<file path="src/rtl/sram_frame_reader.sv">
`default_nettype none
// sram_frame_reader: streams a 400x300-byte frame from a 256Kx8 async SRAM in
// step with the VGA raster; one byte per 2x2 pixel block, via a prefetch FIFO.
module sram_frame_reader #(
  parameter int H_ACTIVE   = 800,
  parameter int V_ACTIVE   = 600,
  parameter int H_TOTAL    = 1040,
  parameter int V_TOTAL    = 666,
  parameter int LEAD       = 32,
  parameter int RD_WAIT    = 2,
  parameter int FIFO_DEPTH = 4
) (
  input  logic        clk_in,
  input  logic        reset,
  input  logic        pix_ce,
  input  logic [11:0] h_count,
  input  logic [11:0] v_count,
  input  logic        display_en,
  input  logic        rec,
  input  logic [7:0]  io,
  output logic [17:0] addr,
  output logic        cs,
  output logic        oe,
  output logic        we,
  output logic [7:0]  pixel_out,
  output logic        underrun
);

  localparam int HALF = H_ACTIVE / 2;
  localparam int PW   = $clog2(FIFO_DEPTH);
  localparam int CW   = $clog2(HALF + 1);
  localparam int WW   = (RD_WAIT > 1) ? $clog2(RD_WAIT) : 1;
  localparam logic [PW:0] FULL_CNT = (PW+1)'(FIFO_DEPTH);

  typedef enum logic [1:0] {S_IDLE, S_SETUP, S_WAIT, S_CAPTURE} state_t;
  state_t r_state, w_state_nxt;

  logic [11:0]   w_next_line;
  logic          w_reload, w_frame, w_pop, w_push, w_start, w_full, w_empty;
  logic [17:0]   r_line_base, r_fetch_ptr, w_base_nxt;
  logic [CW-1:0] r_fetch_cnt;
  logic [PW:0]   r_wr_ptr, r_rd_ptr, w_count;
  logic [7:0]    r_mem [FIFO_DEPTH];
  logic [7:0]    r_cap, r_pixel;
  logic [WW-1:0] r_wait_cnt;
  logic [17:0]   r_addr;
  logic          r_cs, r_oe, r_armed, r_underrun;

  assign w_next_line = (v_count == 12'(V_TOTAL - 1)) ? 12'd0 : v_count + 12'd1;
  assign w_reload    = pix_ce && (h_count == 12'(H_TOTAL - LEAD)) &&
                       (w_next_line < 12'(V_ACTIVE));
  assign w_frame     = w_reload && (w_next_line == 12'd0);
  assign w_pop       = pix_ce && display_en && (h_count < 12'(H_ACTIVE)) &&
                       (v_count < 12'(V_ACTIVE)) && h_count[0];
  assign w_count     = r_wr_ptr - r_rd_ptr;
  assign w_full      = (w_count == FULL_CNT);
  assign w_empty     = (w_count == '0);
  // A byte captured in the same clock as a reload belongs to the old line.
  assign w_push      = (r_state == S_CAPTURE) && !w_reload;
  // Fetching is armed only by a reload seen with rec high, so it never resumes mid-line.
  assign w_start     = r_armed && rec && !w_full && (r_fetch_cnt < CW'(HALF));

  always_comb begin
    w_base_nxt = r_line_base;
    if (w_next_line == 12'd0)
      w_base_nxt = 18'd0;
    else if (!w_next_line[0])
      w_base_nxt = r_line_base + 18'(HALF);
  end

  always_comb begin
    w_state_nxt = r_state;
    unique case (r_state)
      S_IDLE:    if (w_start) w_state_nxt = S_SETUP;
      S_SETUP:   w_state_nxt = S_WAIT;
      S_WAIT:    if (r_wait_cnt == WW'(RD_WAIT - 1)) w_state_nxt = S_CAPTURE;
      S_CAPTURE: w_state_nxt = S_IDLE;
      default:   w_state_nxt = S_IDLE;
    endcase
    if (w_reload || !rec)
      w_state_nxt = S_IDLE;
  end

  always_ff @(posedge clk_in or negedge reset) begin
    if (!reset) begin
      r_state    <= S_IDLE;
      r_wait_cnt <= '0;
      r_addr     <= '0;
      r_cs       <= 1'b1;
      r_oe       <= 1'b1;
      r_cap      <= '0;
    end else begin
      r_state    <= w_state_nxt;
      r_wait_cnt <= (r_state == S_WAIT) ? r_wait_cnt + WW'(1) : '0;
      // Bus is driven only in SETUP/WAIT; io is latched on the edge leaving WAIT.
      r_cs       <= !(w_state_nxt == S_SETUP || w_state_nxt == S_WAIT);
      r_oe       <= !(w_state_nxt == S_SETUP || w_state_nxt == S_WAIT);
      if (r_state == S_IDLE && w_state_nxt == S_SETUP)
        r_addr <= r_fetch_ptr;
      if (r_state == S_WAIT && w_state_nxt == S_CAPTURE)
        r_cap <= io;
    end
  end

  always_ff @(posedge clk_in or negedge reset) begin
    if (!reset) begin
      r_line_base <= '0;
      r_fetch_ptr <= '0;
      r_fetch_cnt <= '0;
      r_armed     <= 1'b0;
      r_wr_ptr    <= '0;
      r_rd_ptr    <= '0;
    end else if (w_reload) begin
      r_line_base <= w_base_nxt;
      r_fetch_ptr <= w_base_nxt;
      r_fetch_cnt <= '0;
      r_armed     <= rec;
      r_wr_ptr    <= '0;
      r_rd_ptr    <= '0;
    end else begin
      if (!rec)
        r_armed <= 1'b0;
      if (w_push) begin
        r_fetch_ptr <= r_fetch_ptr + 18'd1;
        r_fetch_cnt <= r_fetch_cnt + CW'(1);
        r_wr_ptr    <= r_wr_ptr + (PW+1)'(1);
      end
      if (w_pop && !w_empty)
        r_rd_ptr <= r_rd_ptr + (PW+1)'(1);
    end
  end

  always_ff @(posedge clk_in) begin
    if (w_push)
      r_mem[r_wr_ptr[PW-1:0]] <= r_cap;
  end

  always_ff @(posedge clk_in or negedge reset) begin
    if (!reset) begin
      r_pixel    <= '0;
      r_underrun <= 1'b0;
    end else begin
      if (w_frame)
        r_underrun <= 1'b0;
      if (w_pop) begin
        if (w_empty) begin
          r_pixel    <= 8'd0;
          r_underrun <= 1'b1;
        end else begin
          r_pixel <= r_mem[r_rd_ptr[PW-1:0]];
        end
      end
    end
  end

  assign addr      = r_addr;
  assign cs        = r_cs;
  assign oe        = r_oe;
  assign we        = 1'b1;
  assign pixel_out = r_pixel;
  assign underrun  = r_underrun;

endmodule
`default_nettype wire

</file>
<file path="config.mk">
export PLATFORM = sky130hd
export DESIGN_NAME = sram_frame_reader
export DESIGN_NICKNAME = d
export VERILOG_FILES = /design/src/rtl/sram_frame_reader.sv
export SDC_FILE = /design/constraint.sdc
export NUM_CORES = 1
export LEC_CHECK = 0
export CAP_MARGIN = 5
export CORE_MARGIN = 3
export CORE_UTILIZATION = 57
export DETAILED_ROUTE_END_ITERATION = 8
export PLACE_DENSITY = 0.85
export SYNTH_ARGS = -nofsm -noshare
export SYNTH_HDL_FRONTEND = slang
export SYNTH_SLANG_ARGS = --single-unit
</file>
<file path="constraint.sdc">
create_clock -name clk_in -period 3.7 [get_ports clk_in]
set_clock_uncertainty 0.15 [all_clocks]
set_input_delay 0.37 -clock clk_in [delete_from_list [all_inputs] [get_ports clk_in]]
set_output_delay 0.37 -clock clk_in [all_outputs]
set_load 0.01 [all_outputs]
</file>
Word-level counts from Yosys, hierarchy flattened:

Memory sizes are Yosys's and may differ from the RTL's.
Index checks and enable logic that the tools add are counted.

* add/sub/neg operators: 8
* $lt $le $gt $ge: 4
* eq/ne operators: 10
* mux-type cells: 24
* reduce and logical (&&, ||, !) cells: 26

Operator list (number)
* 18-bit two-way mux: 4
* 12-bit by 10-bit < comparator with 1-bit output, second input constant: 3
* 12-bit by 10-bit == test with 1-bit output, second input constant: 2
* 18-bit by 1-bit adder with 18-bit output, second input constant: 1
* 18-bit by 9-bit adder with 18-bit output, second input constant: 1
* 9-bit two-way mux: 2
* 1-bit logical AND: 14
* 12-bit by 1-bit adder with 12-bit output, second input constant: 1
* 12-bit zero test: 1
* 12-bit two-way mux: 1
* 3-bit two-way mux: 4
* 9-bit by 1-bit adder with 9-bit output, second input constant: 1
* 9-bit < comparator, second input constant: 1
* 2-bit == test, second input constant: 4
* 1-bit two-way mux: 8
* 8-bit two-way mux: 1
* 2-bit one-hot mux with 4 select lines: 1
* 3-bit by 1-bit adder with 3-bit output, second input constant: 2
* 2-bit two-way mux: 3
* 1-bit zero test: 5
* 2-bit by 1-bit == test with 1-bit output, second input constant: 2
* 2-bit nonzero test: 2
* 3-bit == test, second input constant: 1
* 3-bit zero test: 1
* other kinds (5): 6

* flip-flop bits (word level): 91
* memory bits (writable): 32
* bits of input ports: 37
* output and inout port bits: 30
* logic and storage cells: 86
* memories kept: 1

Memories
* r_mem: words 4, width 8, rd ports 1, clocked after Yosys merged registers in 0, wr ports 1, line 43 `logic [7:0] r_mem [FIFO_DEPTH];`

Depth between registers and ports, before layout:

Gate-level depths: netlist of the first run.

* depth after elaboration: 11
* depth in mapped cells: 14
* gate-level depth less buffers: 11

Least setup slack after synthesis of the first run:

Ideal clock, no wire load.

* kind: input to register
* start point: input v_count[10]
* end point: register r_addr[10], in the netlist addr[10]
* library setup time: 0.125 ns
* data arrival time: 3.424 ns
* required time: 3.425 ns
* setup slack: 0.001 ns
* stages: 13
* path buffers: 4
* cell sequence: or4b_1 -> buf_2 -> or3_2 -> o211ai_1 -> nand3_1 -> buf_2 -> clkbuf_1 -> nand2_1 -> nor2_1 -> ha_1 -> nand2_1 -> clkbuf_1 -> mux2_2

* word-level cells in the longest chain between the ends: 8
* elaborated cells between the ends (all ways): 9
* those cells by class: add/sub (1); order compare (1); eq/ne (2); mux (2); reduce/logical (3)

RTL lines
* start, declared: line 17 `input logic [11:0] v_count,`
* 12-bit by 1-bit adder with 12-bit output or 12-bit by 10-bit == test with 1-bit output (tied branches): line 49 `assign w_next_line = (v_count == 12'(V_TOTAL - 1)) ? 12'd0 : v_count + 12'd1;`
* 12-bit two-way mux *: line 49
* 12-bit by 10-bit < comparator with 1-bit output *: line 51 `(w_next_line < 12'(V_ACTIVE));`
* 1-bit logical AND *: line 50 `assign w_reload = pix_ce && (h_count == 12'(H_TOTAL - LEAD)) &&`
* 1-bit logical OR *: line 80 `if (w_reload || !rec)`
* 2-bit two-way mux *: line 80
* net w_state_nxt[0]: line 36 `state_t r_state, w_state_nxt;`
* 2-bit by 1-bit == test with 1-bit output *: line 98 `if (r_state == S_IDLE && w_state_nxt == S_SETUP)`
* 1-bit logical AND *: line 98
* end signal, assigned: line 99 `r_addr <= r_fetch_ptr;`
* end, declared: line 46 `logic [17:0] r_addr;`

The timed path passes the listed nets; every way through them passes the cells marked *.
A chain may end at the register's enable or synchronous reset.

Final worst setup path of the first run:

* start point: input v_count[1]
* end point: register r_cap[0]

* word-level cells in the longest chain between the ends: 8
* elaborated cells between the ends (all ways): 9
* those cells by class: add/sub (1); order compare (1); eq/ne (2); mux (2); reduce/logical (3)

RTL lines
* 12-bit by 1-bit adder with 12-bit output or 12-bit by 10-bit == test with 1-bit output (tied branches): line 49
* 12-bit two-way mux *: line 49
* 12-bit by 10-bit < comparator with 1-bit output *: line 51
* 1-bit logical AND *: line 50
* 1-bit logical OR *: line 80
* 2-bit two-way mux *: line 80
* net w_state_nxt[0]: line 36
* 2-bit == test *: line 100 `if (r_state == S_WAIT && w_state_nxt == S_CAPTURE)`
* 1-bit logical AND *: line 100
* end signal, assigned: line 101 `r_cap <= io;`
* end, declared: line 44 `logic [7:0] r_cap, r_pixel;`

Marks and branches as above.

==> out/metrics.cfg, run 1 <==
[run_status]
status = finished clean

[hold_path]
hold_class = flop to flop
whs_path_depth = 1

[floorplan]
die_w_microns = 110
die-area_sq_mm = 0.0120
io_pins = 67
initial_core_util = 0.590
fp-row-count = 37
core-area_sq_mm = 0.0104
die_h_microns = 110

[yosys]
synth.ff_latch_count = 123
synth-edff-count = 32
async_flop_share = 0.740
syn_area_sq_mm = 0.00611
ys_seq_area_frac = 0.530
synth_cell_types = 62
synthCells = 540
syn_area_per_cell_sq_um = 11.3
yosysWarnings = 0
syn_nets = 595
yosys_most_used_dff = dfrtp_1

[route]
dr.pass1.iters = 5
drc = 0
vias = 4669
wl_per_cell_microns = 18.4
drt-initial-drc-count = 368
vias_per_cell = 6.11
wl_microns = 14100
postRouteAntennaNets = 0

[clock_tree]
clock_path_buffers = 2
clk_pin_slew_ns = 0.07
cts_sinks = 123
clock_latency_ns = 0.52
cts_inserted_buffers = 17
cts_resized = 0
cts-root-buf = clkbuf_8
htreeDepth = 4
cts_tree = yes

[power_and_ir_drop]
swShare = 0.245
total_power_mw = 3.17
power.internal_mw = 2.39
power.switching_mw = 0.774
ir_drop_mv = 0.335
p_leak_nw = 3.16
pwr-share-clk = 0.513
power.density_mw_per_mm2 = 421
power_frac_seq = 0.441
p_comb_frac = 0.046

[final_layout]
multi_input_area_sq_mm = 0.00270
design_area_sq_mm = 0.00753
postLayoutCoreUtil = 0.726
diodes = 0
finalNetCount = 670
mostFrequentLayoutCells = dfrtp_1 (90), clkdlybuf4s50_1 (64), nand2_1 (56), nor2_1 (36), edfxtp_1 (32)
final_common_cell = dfrtp_1
layout-drive-gt1-share = 0.148
area_growth_pct = 23.1
fillers = 661
seqCellArea_sq_mm = 0.00324

[placed_design]
place_hpwl_microns = 9110
portBuffers = 65
placed_area_sq_mm = 0.00693
gp_congestion = 0.909

[critical_path]
worstPathMaxFanout = 8
r2r_slack_ns = 0.69
reg2regPathDepth = 8
worstPathArrival_ns = 3.63
worst_setup_path_end_kind = flop
setup.worst_path.class = input pin to flop
setup.worst_path.start_class = input pin
required_ns = 3.95

[grt]
grt_max_degree = 92
antenna_found_initial = 0
grt_pass1_vias = 4787
grt_pass1_wl_microns = 23400
grt-ovfl-total = 0
grt.total_usage = 0.253

[sta]
clock.fmax_ghz = 0.296
relSlewSlack = 0.239
setup_viol = 0
hold_viol = 0
rsz0062_at_grt = false
tns_ns = 0
drv_slew = 0
timing.final.crit_share = 0.914
holdWs_ns = 0.288
period_needed_ns = 3.38
tightestPinTransition_ns = 1.14

[job]
max_cap_violations = 0

[path summary, 6_finish.rpt]
kind                                            startpoint                    to
worst min register to register        r_wait_cnt$_DFF_PN0_  r_wait_cnt$_DFF_PN0_
worst max register to register  r_fetch_cnt[6]$_DFFE_PN0P_  r_cap[0]$_DFFE_PN0P_
max in group asynchronous                            reset  r_cap[0]$_DFFE_PN0P_
min in group asynchronous                            reset  addr[14]$_DFFE_PN0P_
worst max-delay path                            v_count[1]  r_cap[0]$_DFFE_PN0P_
worst min-delay path                  r_wait_cnt$_DFF_PN0_  r_wait_cnt$_DFF_PN0_
[worst max-delay path, cell delays in order]
cell	delay [ns]
clkdlybuf4s50_1	0.56
ha_1	0.28
nand2_1	0.13
or4bb_1	0.50
a32oi_1	0.22
o211ai_1	0.19
nand3_1	0.16
nand2_1	0.08
nor2_1	0.28
ha_1	0.20
nand2_1	0.28
mux2_2	0.38
[state kept, by name (all words and copies together) (netlist names)]
register     flops
addr            18
oe               1
pixel_out        8
r_armed          1
r_cap            8
r_fetch_cnt      9
r_fetch_ptr     18
r_line_base     18
r_mem           32
r_rd_ptr         3
r_state          2
r_wait_cnt       1
r_wr_ptr         3
underrun         1
[per-stage QoR]
| step | worst slack (ns) | std cells |
|---|---|---|
| after floorplan | 0.00147 | 540 |
| after global placement | 0.205 | 731 |
| after detailed placement | 0.0500 | 731 |
| after CTS | 0.372 | 764 |
| after global routing | 0.131 | 764 |
| final | 0.317 | 764 |
[power groups by stage]
stage	logic (mW)	clock network, mW	registers [mW]
2_1_floorplan	0.0645	0	1.42
3_3_place_gp	0.139	0	1.42
6_report	0.146	1.62	1.40
5_1_grt	0.161	1.71	1.40
3_5_place_dp	0.143	0	1.42
4_1_cts	0.147	1.64	1.40
[synth_stat cells, types with 4 or more instances]
cell	n	area [sq um]
clkbuf_1	15	56.3
inv_1	11	41.3
a21oi_1	7	35.0
ha_1	18	225
dfrtp_1	90	2250
mux2i_1	8	80.1
nor3b_1	4	30.0
o21ai_0	30	150
mux4_2	8	180
nor3_1	16	80.1
and3_1	15	93.8
nor2b_1	8	50.1
nand3_1	17	85.1
o31ai_1	4	30.0
nand2_1	56	210
edfxtp_1	32	961
xor2_1	24	210
nand2b_1	4	25.0
mux2_2	26	293
o22ai_1	7	43.8
xnor2_1	14	123
nand4_1	19	119
buf_2	4	20.0
a31oi_1	4	25.0
a211oi_1	6	45.0
or3_1	7	43.8
nor2_1	36	135
[area by class of cell]
cell class / instances / share of cell area
clock inverter: 15 / 0.0234
sequential: 123 / 0.430
timing repair buffer: 80 / 0.105
clock buffer: 17 / 0.0550
tap: 136 / 0.0226
inverter: 11 / 0.00549
multi-input combinational: 382 / 0.358
[layer usage]
| metal | wire, microns | part of all wire | vias up | GRT usage |
|---|---|---|---|---|
| li1 | - | - | 2127 | - |
| met1 | 5230 | 0.37 | 2262 | 0.301 |
| met2 | 7410 | 0.53 | 226 | 0.437 |
| met3 | 1010 | 0.072 | 54 | 0.0570 |
| met4 | 425 | 0.030 | 0 | 0.118 |
| met5 | 0 | 0 | - | 0 |
[timing repair]
action,in CTS,in global routing
buffers inserted,0,0
endpoints found under the hold margin,90,0
hold buffers,1,0
[kinds of logic (layout without fill, tap and decap cells)]
family | Yosys count | after routing | share of synthesized area
buffers and inverters | 35 | 123 | 0.0291
flip-flops | 123 | 123 | 0.530
other | 1 | 1 | 0.000613
AO/OA/AOI/OAI | 84 | 84 | 0.0903
XOR/XNOR | 38 | 38 | 0.0544
adder cells (fa/ha/maj) | 18 | 18 | 0.0368
multiplexers | 42 | 42 | 0.0905
AND/OR/NAND/NOR | 199 | 199 | 0.168
No activity file was read; power rests on OpenSTA's default activity.
==> run 2: changes to the inputs <==
--- a/config.mk
+++ b/config.mk
@@ -10,6 +10,7 @@
 export CORE_UTILIZATION = 57
 export DETAILED_ROUTE_END_ITERATION = 8
 export PLACE_DENSITY = 0.85
+export SKIP_LAST_GASP = 1
 export SYNTH_ARGS = -nofsm -noshare
 export SYNTH_HDL_FRONTEND = slang
 export SYNTH_SLANG_ARGS = --single-unit
==> results of run 2 <==
Final layout, timing and power as in run 1 (identical DEF).
